[src/rtl/pic_priority_scheduler.sv]
// Priority scheduler for an 8-input PIC core.
// Picks the winning IR line from masked IRR against the In-Service register using a
// rotating priority ring, raises o_int_req, runs the two-pulse INTA handshake, keeps the
// ISR and executes OCW2 EOI / rotate commands.
//
// Optional feature macro: PIC_SPECIAL_MASK_EN (adds i_smm, OCW3 special mask mode).
//
// Ports:
//   i_clk        clock, all state on rising edge
//   i_rst_n      synchronous reset, active low
//   i_irr        masked interrupt requests, bit i = IRi
//   i_ack1       1-cycle pulse, first INTA
//   i_ack2       1-cycle pulse, second INTA
//   i_aeoi       automatic EOI mode
//   i_ocw2       OCW2 byte {R,SL,EOI,0,0,L2,L1,L0}
//   i_ocw2_wr    1-cycle strobe qualifying i_ocw2
//   i_smm        special mask mode (only with PIC_SPECIAL_MASK_EN)
//   o_int_req    interrupt request to CPU / master
//   o_int_vec    IR index of the acknowledged interrupt
//   o_isr        In-Service register
//   o_irr_clr    one-hot 1-cycle pulse clearing the acknowledged IR edge latch
//   o_spurious   high from ack1 until IDLE when nothing was pending at ack1
module pic_priority_scheduler #(
  parameter logic [2:0]  RESET_LP    = 3'd7,
  parameter int unsigned ACK_TIMEOUT = 15
) (
  input  logic       i_clk,
  input  logic       i_rst_n,
  input  logic [7:0] i_irr,
  input  logic       i_ack1,
  input  logic       i_ack2,
  input  logic       i_aeoi,
  input  logic [7:0] i_ocw2,
  input  logic       i_ocw2_wr,
`ifdef PIC_SPECIAL_MASK_EN
  input  logic       i_smm,
`endif
  output logic       o_int_req,
  output logic [2:0] o_int_vec,
  output logic [7:0] o_isr,
  output logic [7:0] o_irr_clr,
  output logic       o_spurious
);

  localparam int unsigned CNT_W    = 4;
  localparam logic [CNT_W-1:0] CNT_LAST = CNT_W'(ACK_TIMEOUT - 1);
  localparam logic [3:0] RANK_NONE = 4'd8;

  typedef enum logic [1:0] {
    ST_IDLE = 2'd0,
    ST_REQ  = 2'd1,
    ST_ACK1 = 2'd2
  } state_t;

  // Rank (0 = highest priority) of the first set bit walking the ring from lp+1; 8 if none.
  function automatic logic [3:0] first_rank(input logic [7:0] v, input logic [2:0] lp);
    logic [3:0] rank;
    logic [2:0] idx;
    rank = RANK_NONE;
    for (int k = 7; k >= 0; k--) begin
      idx = 3'(lp + 3'd1 + 3'(k));
      if (v[idx]) rank = 4'(k);
    end
    return rank;
  endfunction

  state_t           r_state;
  logic             r_int_req;
  logic [2:0]       r_int_vec;
  logic [7:0]       r_isr;
  logic [7:0]       r_irr_clr;
  logic             r_spurious;
  logic [2:0]       r_lp;
  logic             r_rot_aeoi;
  logic [CNT_W-1:0] r_cnt;

  state_t           w_state_nxt;
  logic             w_int_req_nxt;
  logic [2:0]       w_int_vec_nxt;
  logic [7:0]       w_isr_nxt;
  logic [7:0]       w_irr_clr_nxt;
  logic             w_spurious_nxt;
  logic [2:0]       w_lp_nxt;
  logic             w_rot_aeoi_nxt;
  logic [CNT_W-1:0] w_cnt_nxt;

  logic [7:0] w_irr_eff;
  logic [3:0] w_block_rank;
  logic [3:0] w_irr_rank;
  logic [3:0] w_isr_rank;
  logic       w_win_valid;
  logic [2:0] w_win_idx;
  logic       w_isr_any;
  logic [2:0] w_isr_top;
  logic [2:0] w_ocw2_l;
  logic [7:0] w_isr_eoi;
  logic [7:0] w_isr_set;
  logic [7:0] w_isr_aeoi_clr;
  logic       w_ocw2_unused;

  assign w_ocw2_l      = i_ocw2[2:0];
  assign w_ocw2_unused = ^i_ocw2[4:3];

  // Winner: highest-priority request strictly above the highest in-service level.
  always_comb begin
    w_isr_rank = first_rank(r_isr, r_lp);
`ifdef PIC_SPECIAL_MASK_EN
    // Special mask: only a line's own ISR bit blocks it.
    w_irr_eff    = i_smm ? (i_irr & ~r_isr) : i_irr;
    w_block_rank = i_smm ? RANK_NONE : w_isr_rank;
`else
    w_irr_eff    = i_irr;
    w_block_rank = w_isr_rank;
`endif
    w_irr_rank  = first_rank(w_irr_eff, r_lp);
    w_win_valid = (w_irr_rank < w_block_rank);
    w_win_idx   = 3'(r_lp + 3'd1 + w_irr_rank[2:0]);
    w_isr_any   = ~w_isr_rank[3];
    w_isr_top   = 3'(r_lp + 3'd1 + w_isr_rank[2:0]);
  end

  // Next-state and output logic.
  always_comb begin
    w_state_nxt    = r_state;
    w_int_req_nxt  = r_int_req;
    w_int_vec_nxt  = r_int_vec;
    w_irr_clr_nxt  = 8'h00;
    w_spurious_nxt = r_spurious;
    w_lp_nxt       = r_lp;
    w_rot_aeoi_nxt = r_rot_aeoi;
    w_cnt_nxt      = r_cnt;
    w_isr_eoi      = r_isr;
    w_isr_set      = 8'h00;
    w_isr_aeoi_clr = 8'h00;

    case (r_state)
      ST_IDLE: begin
        if (w_win_valid) begin
          w_int_req_nxt = 1'b1;
          w_state_nxt   = ST_REQ;
        end
      end
      ST_REQ: begin
        // Request is held even if the winner vanishes: the CPU has already committed.
        if (i_ack1) begin
          w_int_req_nxt = 1'b0;
          w_cnt_nxt     = '0;
          w_state_nxt   = ST_ACK1;
          if (w_win_valid) begin
            w_int_vec_nxt          = w_win_idx;
            w_isr_set[w_win_idx]   = 1'b1;
            w_irr_clr_nxt          = 8'b1 << w_win_idx;
            w_spurious_nxt         = 1'b0;
          end else begin
            w_int_vec_nxt  = 3'd7;
            w_spurious_nxt = 1'b1;
          end
        end
      end
      ST_ACK1: begin
        if (i_ack2) begin
          w_state_nxt    = ST_IDLE;
          w_spurious_nxt = 1'b0;
          w_cnt_nxt      = '0;
          if (i_aeoi && !r_spurious) begin
            w_isr_aeoi_clr[r_int_vec] = 1'b1;
            if (r_rot_aeoi) w_lp_nxt = r_int_vec;
          end
        end else if (r_cnt == CNT_LAST) begin
          w_state_nxt    = ST_IDLE;
          w_spurious_nxt = 1'b0;
          w_cnt_nxt      = '0;
        end else begin
          w_cnt_nxt = r_cnt + CNT_W'(1);
        end
      end
      default: begin
        w_state_nxt   = ST_IDLE;
        w_int_req_nxt = 1'b0;
      end
    endcase

    // OCW2 commands; an explicit priority write overrides an AEOI rotation in the same cycle.
    if (i_ocw2_wr) begin
      case (i_ocw2[7:5])
        3'b001: if (w_isr_any) w_isr_eoi[w_isr_top] = 1'b0;
        3'b011: w_isr_eoi[w_ocw2_l] = 1'b0;
        3'b101: begin
          if (w_isr_any) begin
            w_isr_eoi[w_isr_top] = 1'b0;
            w_lp_nxt             = w_isr_top;
          end
        end
        3'b111: begin
          w_isr_eoi[w_ocw2_l] = 1'b0;
          w_lp_nxt            = w_ocw2_l;
        end
        3'b110: w_lp_nxt = w_ocw2_l;
        3'b100: w_rot_aeoi_nxt = 1'b1;
        3'b000: w_rot_aeoi_nxt = 1'b0;
        default: ;
      endcase
    end

    // EOI clears apply first, so an ack1 set on the same bit wins.
    w_isr_nxt = (w_isr_eoi & ~w_isr_aeoi_clr) | w_isr_set;
  end

  // State register with synchronous active-low reset.
  always_ff @(posedge i_clk) begin
    if (!i_rst_n) begin
      r_state    <= ST_IDLE;
      r_int_req  <= 1'b0;
      r_int_vec  <= 3'd0;
      r_isr      <= 8'h00;
      r_irr_clr  <= 8'h00;
      r_spurious <= 1'b0;
      r_lp       <= RESET_LP;
      r_rot_aeoi <= 1'b0;
      r_cnt      <= '0;
    end else begin
      r_state    <= w_state_nxt;
      r_int_req  <= w_int_req_nxt;
      r_int_vec  <= w_int_vec_nxt;
      r_isr      <= w_isr_nxt;
      r_irr_clr  <= w_irr_clr_nxt;
      r_spurious <= w_spurious_nxt;
      r_lp       <= w_lp_nxt;
      r_rot_aeoi <= w_rot_aeoi_nxt;
      r_cnt      <= w_cnt_nxt;
    end
  end

  assign o_int_req  = r_int_req;
  assign o_int_vec  = r_int_vec;
  assign o_isr      = r_isr;
  assign o_irr_clr  = r_irr_clr;
  assign o_spurious = r_spurious;

endmodule

[config.mk]
export PLATFORM = sky130hd
export DESIGN_NAME = pic_priority_scheduler
export DESIGN_NICKNAME = d
export VERILOG_FILES = /design/src/rtl/pic_priority_scheduler.sv
export SDC_FILE = /design/constraint.sdc
export NUM_CORES = 1
export LEC_CHECK = 0
export CORE_MARGIN = 4
export CORE_UTILIZATION = 30
export CTS_CLUSTER_DIAMETER = 60
export DETAILED_ROUTE_END_ITERATION = 8
export PLACE_DENSITY = 0.49
export SETUP_SLACK_MARGIN = 0.2
export SLEW_MARGIN = 20
export SYNTH_ARGS = -nofsm -noshare
export SYNTH_HDL_FRONTEND = slang
export SYNTH_SLANG_ARGS = --single-unit
[constraint.sdc]
create_clock -name i_clk -period 5.4 [get_ports i_clk]
set_input_delay 0.54 -clock i_clk [delete_from_list [all_inputs] [get_ports i_clk]]
set_output_delay 0.54 -clock i_clk [all_outputs]
set_load 0.01 [all_outputs]
==> results list <==
* Outcome: finished, final reports clean
* Clock-pin slew on the worst setup and hold paths: approximately 0.07 ns
- The hold violation total from the final report was 0.
- Worst path arrival time: about 4.8 ns
* Crit path max-delay family: compound AO/OA/AOI/OAI gates
- In this run the count of I/O pins placed on the die edge is 43.
- Share of layout cells above drive strength 1: about a tenth
- After detailed routing, the number of vias per cell comes to 5.726.
* Placement-stage worst setup slack: 0.6163 ns
* Chip width: between 100 and 150 um
- The first global-routing pass estimated around 16000 um of wire.
- Final-report max-slew violation count: 0
- In the global route stage, overall resource usage came out at between 15 and 20%.
- Total inserted antenna cells: 0
- The most common cell in the synthesized netlist is nor2_1.
- TritonCTS clock tree: yes
- In this run, post-CTS hold repair placed 0 buffers.
- Critical path class: flop to flop
* Layout area overhead: 17.20%
* Share of the yosys chip area belonging to registers: between 10% and 20%
* Synthesized area: about 0.0034 mm^2
- The share of synthesized area in the top cell type comes to between 10% and 20%.
* Number of instances in the synthesized netlist: about 400
- Xor/xnor cell area share of the yosys netlist: a little over 4%
- Area of the core region: ~0.011 mm^2
* Most common flop cell mapped by yosys: dfxtp_1
- Number of inserted filler cells in the final layout: between 1000 and 1500
- Routability-driven placement finished with a final weighted congestion of about 0.87.
* Dominant combinational cell family by area after synthesis: simple AND/OR/NAND/NOR gates
- Die outline height: roughly 110 um
- Before antenna repair, the detailed router went through 4 iterations.
- STA classifies the critical path startpoint as a flop.
- Largest voltage drop on the vdd net: between 0.0002 and 0.00025 V
* Synthesis Warnings: 0
- Post-synth ARST share: 0%
- Sequential share of power: between 20% and 30%
* Number of sinks driven by the clock tree: 31
- The internal portion of the total power is roughly 0.00065 W.
- Cell Area, Placed: just under 0.004 mm^2
* Fin nets: 461
* Biggest cell delay along the critical path: a little under 0.7 ns
- Critical-path maximum fanout: 21
* DRC errors left: 0
- Dividing total power by cell area gives a power density of 307.6 mW/mm^2.
* Crit path cell chain: inv_1, ha_2, mux4_1, nor3_1, nor3_1, a311o_1, nor3_4, inv_1, ha_1, or3_1, o21a_1, o311a_1
- At the pin with the least slew margin, the transition time is ~0.96 ns.
- Number of max-capacitance violations reported: 0
* Initial Util: between 30 and 40%
- Commonest cells in the synthesized netlist: 45 x nor2_1, 40 x nand2_1, 31 x dfxtp_1
- After synthesis the netlist holds a flip-flop and latch count of 31.
* Vias in the first global route: 3222
- Die Footprint: 0.01293 mm^2
- In this run the remaining antenna-violating nets after routing total 0.
- Violation count after the first detailed-route iteration: 183
- DP Wirelength: 7669 um
- Final Worst Setup Slack: just under 0.8 ns
- Synthesis produced a netlist with a net count of approximately 430.
- Buffer count from post-CTS setup fixing: 0
- Overflow after GRT: 0
* Worst-skew pair later-pin latency: 0.28 ns
* Kind of path behind the tightest hold check: flop to flop
* Mean post-synth cell area: approximately 8.5 um^2
- Critical path required time: about 5.6 ns
- Logic pwr share: roughly 60%
* Worst path bufs/invs: 2
- Sum of negative setup slack: 0 ns
- Clock share of power: roughly 15%
* Clock Tree Buf Depth: 2
* Biggest area consumer among synthesized cells: dfxtp_1
* Row count: 38
- Sort of element at the end of the critical path: flop
- Of the post-synthesis cell area, the part taken by muxes is between 20% and 30%.
- Post-route clock skew: just over 0.007 ns
- Summing the areas of all and, or, nand and nor instances in the mapped netlist gives 23.54% of the synthesized area.
- Highest Clock Rate: about 220 MHz
- The worst path in the final design needs a cycle of around 4.6 ns, including I/O delays and setup.
- The number of antenna violations at the first check in global routing was 0.
* CTS Root Cell: clkbuf_8
* Design area: around 0.0039 mm^2
* Total setup violations reported at the end of the flow: 0
- Routed len/inst: 17.49 um
* Count of flip-flops with a built-in enable after synthesis: 0
- The worst pin sits at a relative slew slack of ~36%.
* Share of total power consumed by net switching: 46.15%
- Entering global routing, the biggest net connects 29 pins.
* Lkg Pwr: between 1 and 1.5 nW
- PortBufs: 40
* Setup repair after global routing missed its margin: false
* Top area cells in the synthesized netlist: dfxtp_1 19%, mux4_2 12%, mux2i_1 6.6%, nor2_1 5.0%, ha_1 4.5%
* Crit-path slowest cell: mux4_1
- The final route contains 3241 vias.
- H-tree level count: 2
- Switch Pwr: around 0.00056 W
- Summing the areas of all fa, ha and maj instances in the mapped netlist gives ~5.7% of the synthesized area.
* Post-route fraction of the period consumed by the critical path: between 80% and 90%
- Complex-gate fraction of the synthesized area: 19.96%
- Cts bufs inserted: 5
* Routed WL: 9899 um
* Synth cell types: 61
-- layout by cell type, fill, tap and decap left out, drive strengths merged, types with 12 or more instances in the layout --
cell	n
nand3	17
nor3	17
mux4	22
nand2	40
mux2i	22
dfxtp	31
clkdlybuf4s50	40
nand4	12
o21ai	17
inv	18
nor2	45
ha	12
-- final cells by class --
| type | count | area [um^2] | share of cell area (%) |
|---|---|---|---|
| multi-input cells | 324 | 2547 | 64.82 |
| flip-flops and latches | 31 | 620.6 | 15.79 |
| clock buffers | 7 | 76.32 | 1.942 |
| clock inverters | 1 | 5.005 | 0.1273 |
| inverters | 18 | 67.56 | 1.719 |
| repair buffers | 45 | 437.9 | 11.14 |
| well taps | 140 | 175.2 | 4.457 |
-- timing repair --
| action | CTS | global route |
|---|---|---|
| gates resized for setup | 0 | 1 |
| endpoints found under the hold margin | 0 | 0 |
| setup endpoints to repair | 0 | 10 |
-- power by group through the flow --
stage          Sequential [W]  Clock, W  Combinational, W
2_1_floorplan        0.000299         0          0.000554
3_3_place_gp         0.000307         0          0.000718
3_5_place_dp         0.000308         0          0.000722
4_1_cts              0.000303  0.000187          0.000726
5_1_grt              0.000309  0.000196          0.000809
6_report             0.000303  0.000180          0.000727
-- worst min-delay path: cells and delay by family (launching register included) --
kind	cells	cell delay (ns)
simple gates	1	0.05
compound gates	1	0.07
flops	1	0.32
-- routing by layer --
metal  global-route usage, %  share of wire (%)  wire (um)
met3                   2.334                4.1        404
met1                   20.59                 45       4421
met5                       0                  0          0
met2                   26.54                 49       4868
met4                   4.167                2.1        205
-- path summary, 6_finish.rpt --
path                           startpoint                        end  slack [ns]  cells after the start
hold reg to reg   r_rot_aeoi$_SDFFE_PN0P_    r_rot_aeoi$_SDFFE_PN0P_        0.49                      2
hold / removal    r_rot_aeoi$_SDFFE_PN0P_    r_rot_aeoi$_SDFFE_PN0P_        0.49                      2
setup / recovery       r_lp[0]$_SDFF_PN1_  o_int_vec[2]$_SDFFE_PN0P_        0.79                     12
setup reg to reg       r_lp[0]$_SDFF_PN1_  o_int_vec[2]$_SDFFE_PN0P_        0.79                     12
-- sequential cells by signal, summed over array words and instances, names as in the netlist --
name	count
o_int_vec	3
r_state	2
o_irr_clr	8
r_cnt	4
r_lp	3
r_rot_aeoi	1
o_int_req	1
o_spurious	1
o_isr	8
-- stage by stage --
step                      utilization [%]  hold WS (ns)  std cells  total power [W]
final                               36.10        0.4920        566         0.001209
after global routing                36.10        0.5359        566         0.001313
after CTS                           36.07        0.4957        566         0.001215
after detailed placement            35.33        0.4772        558         0.001029
after global placement              35.33        0.4701        558         0.001026
after floorplan                         -        0.4439        393        0.0008535
-- cell families after synthesis --
family | Yosys count
xor+xnor | 11
simple gates | 162
flops | 31
buf+inv | 38
mux | 46
compound gates | 91
fa+ha+maj | 14
No activity file was read; power rests on OpenSTA's default activity.
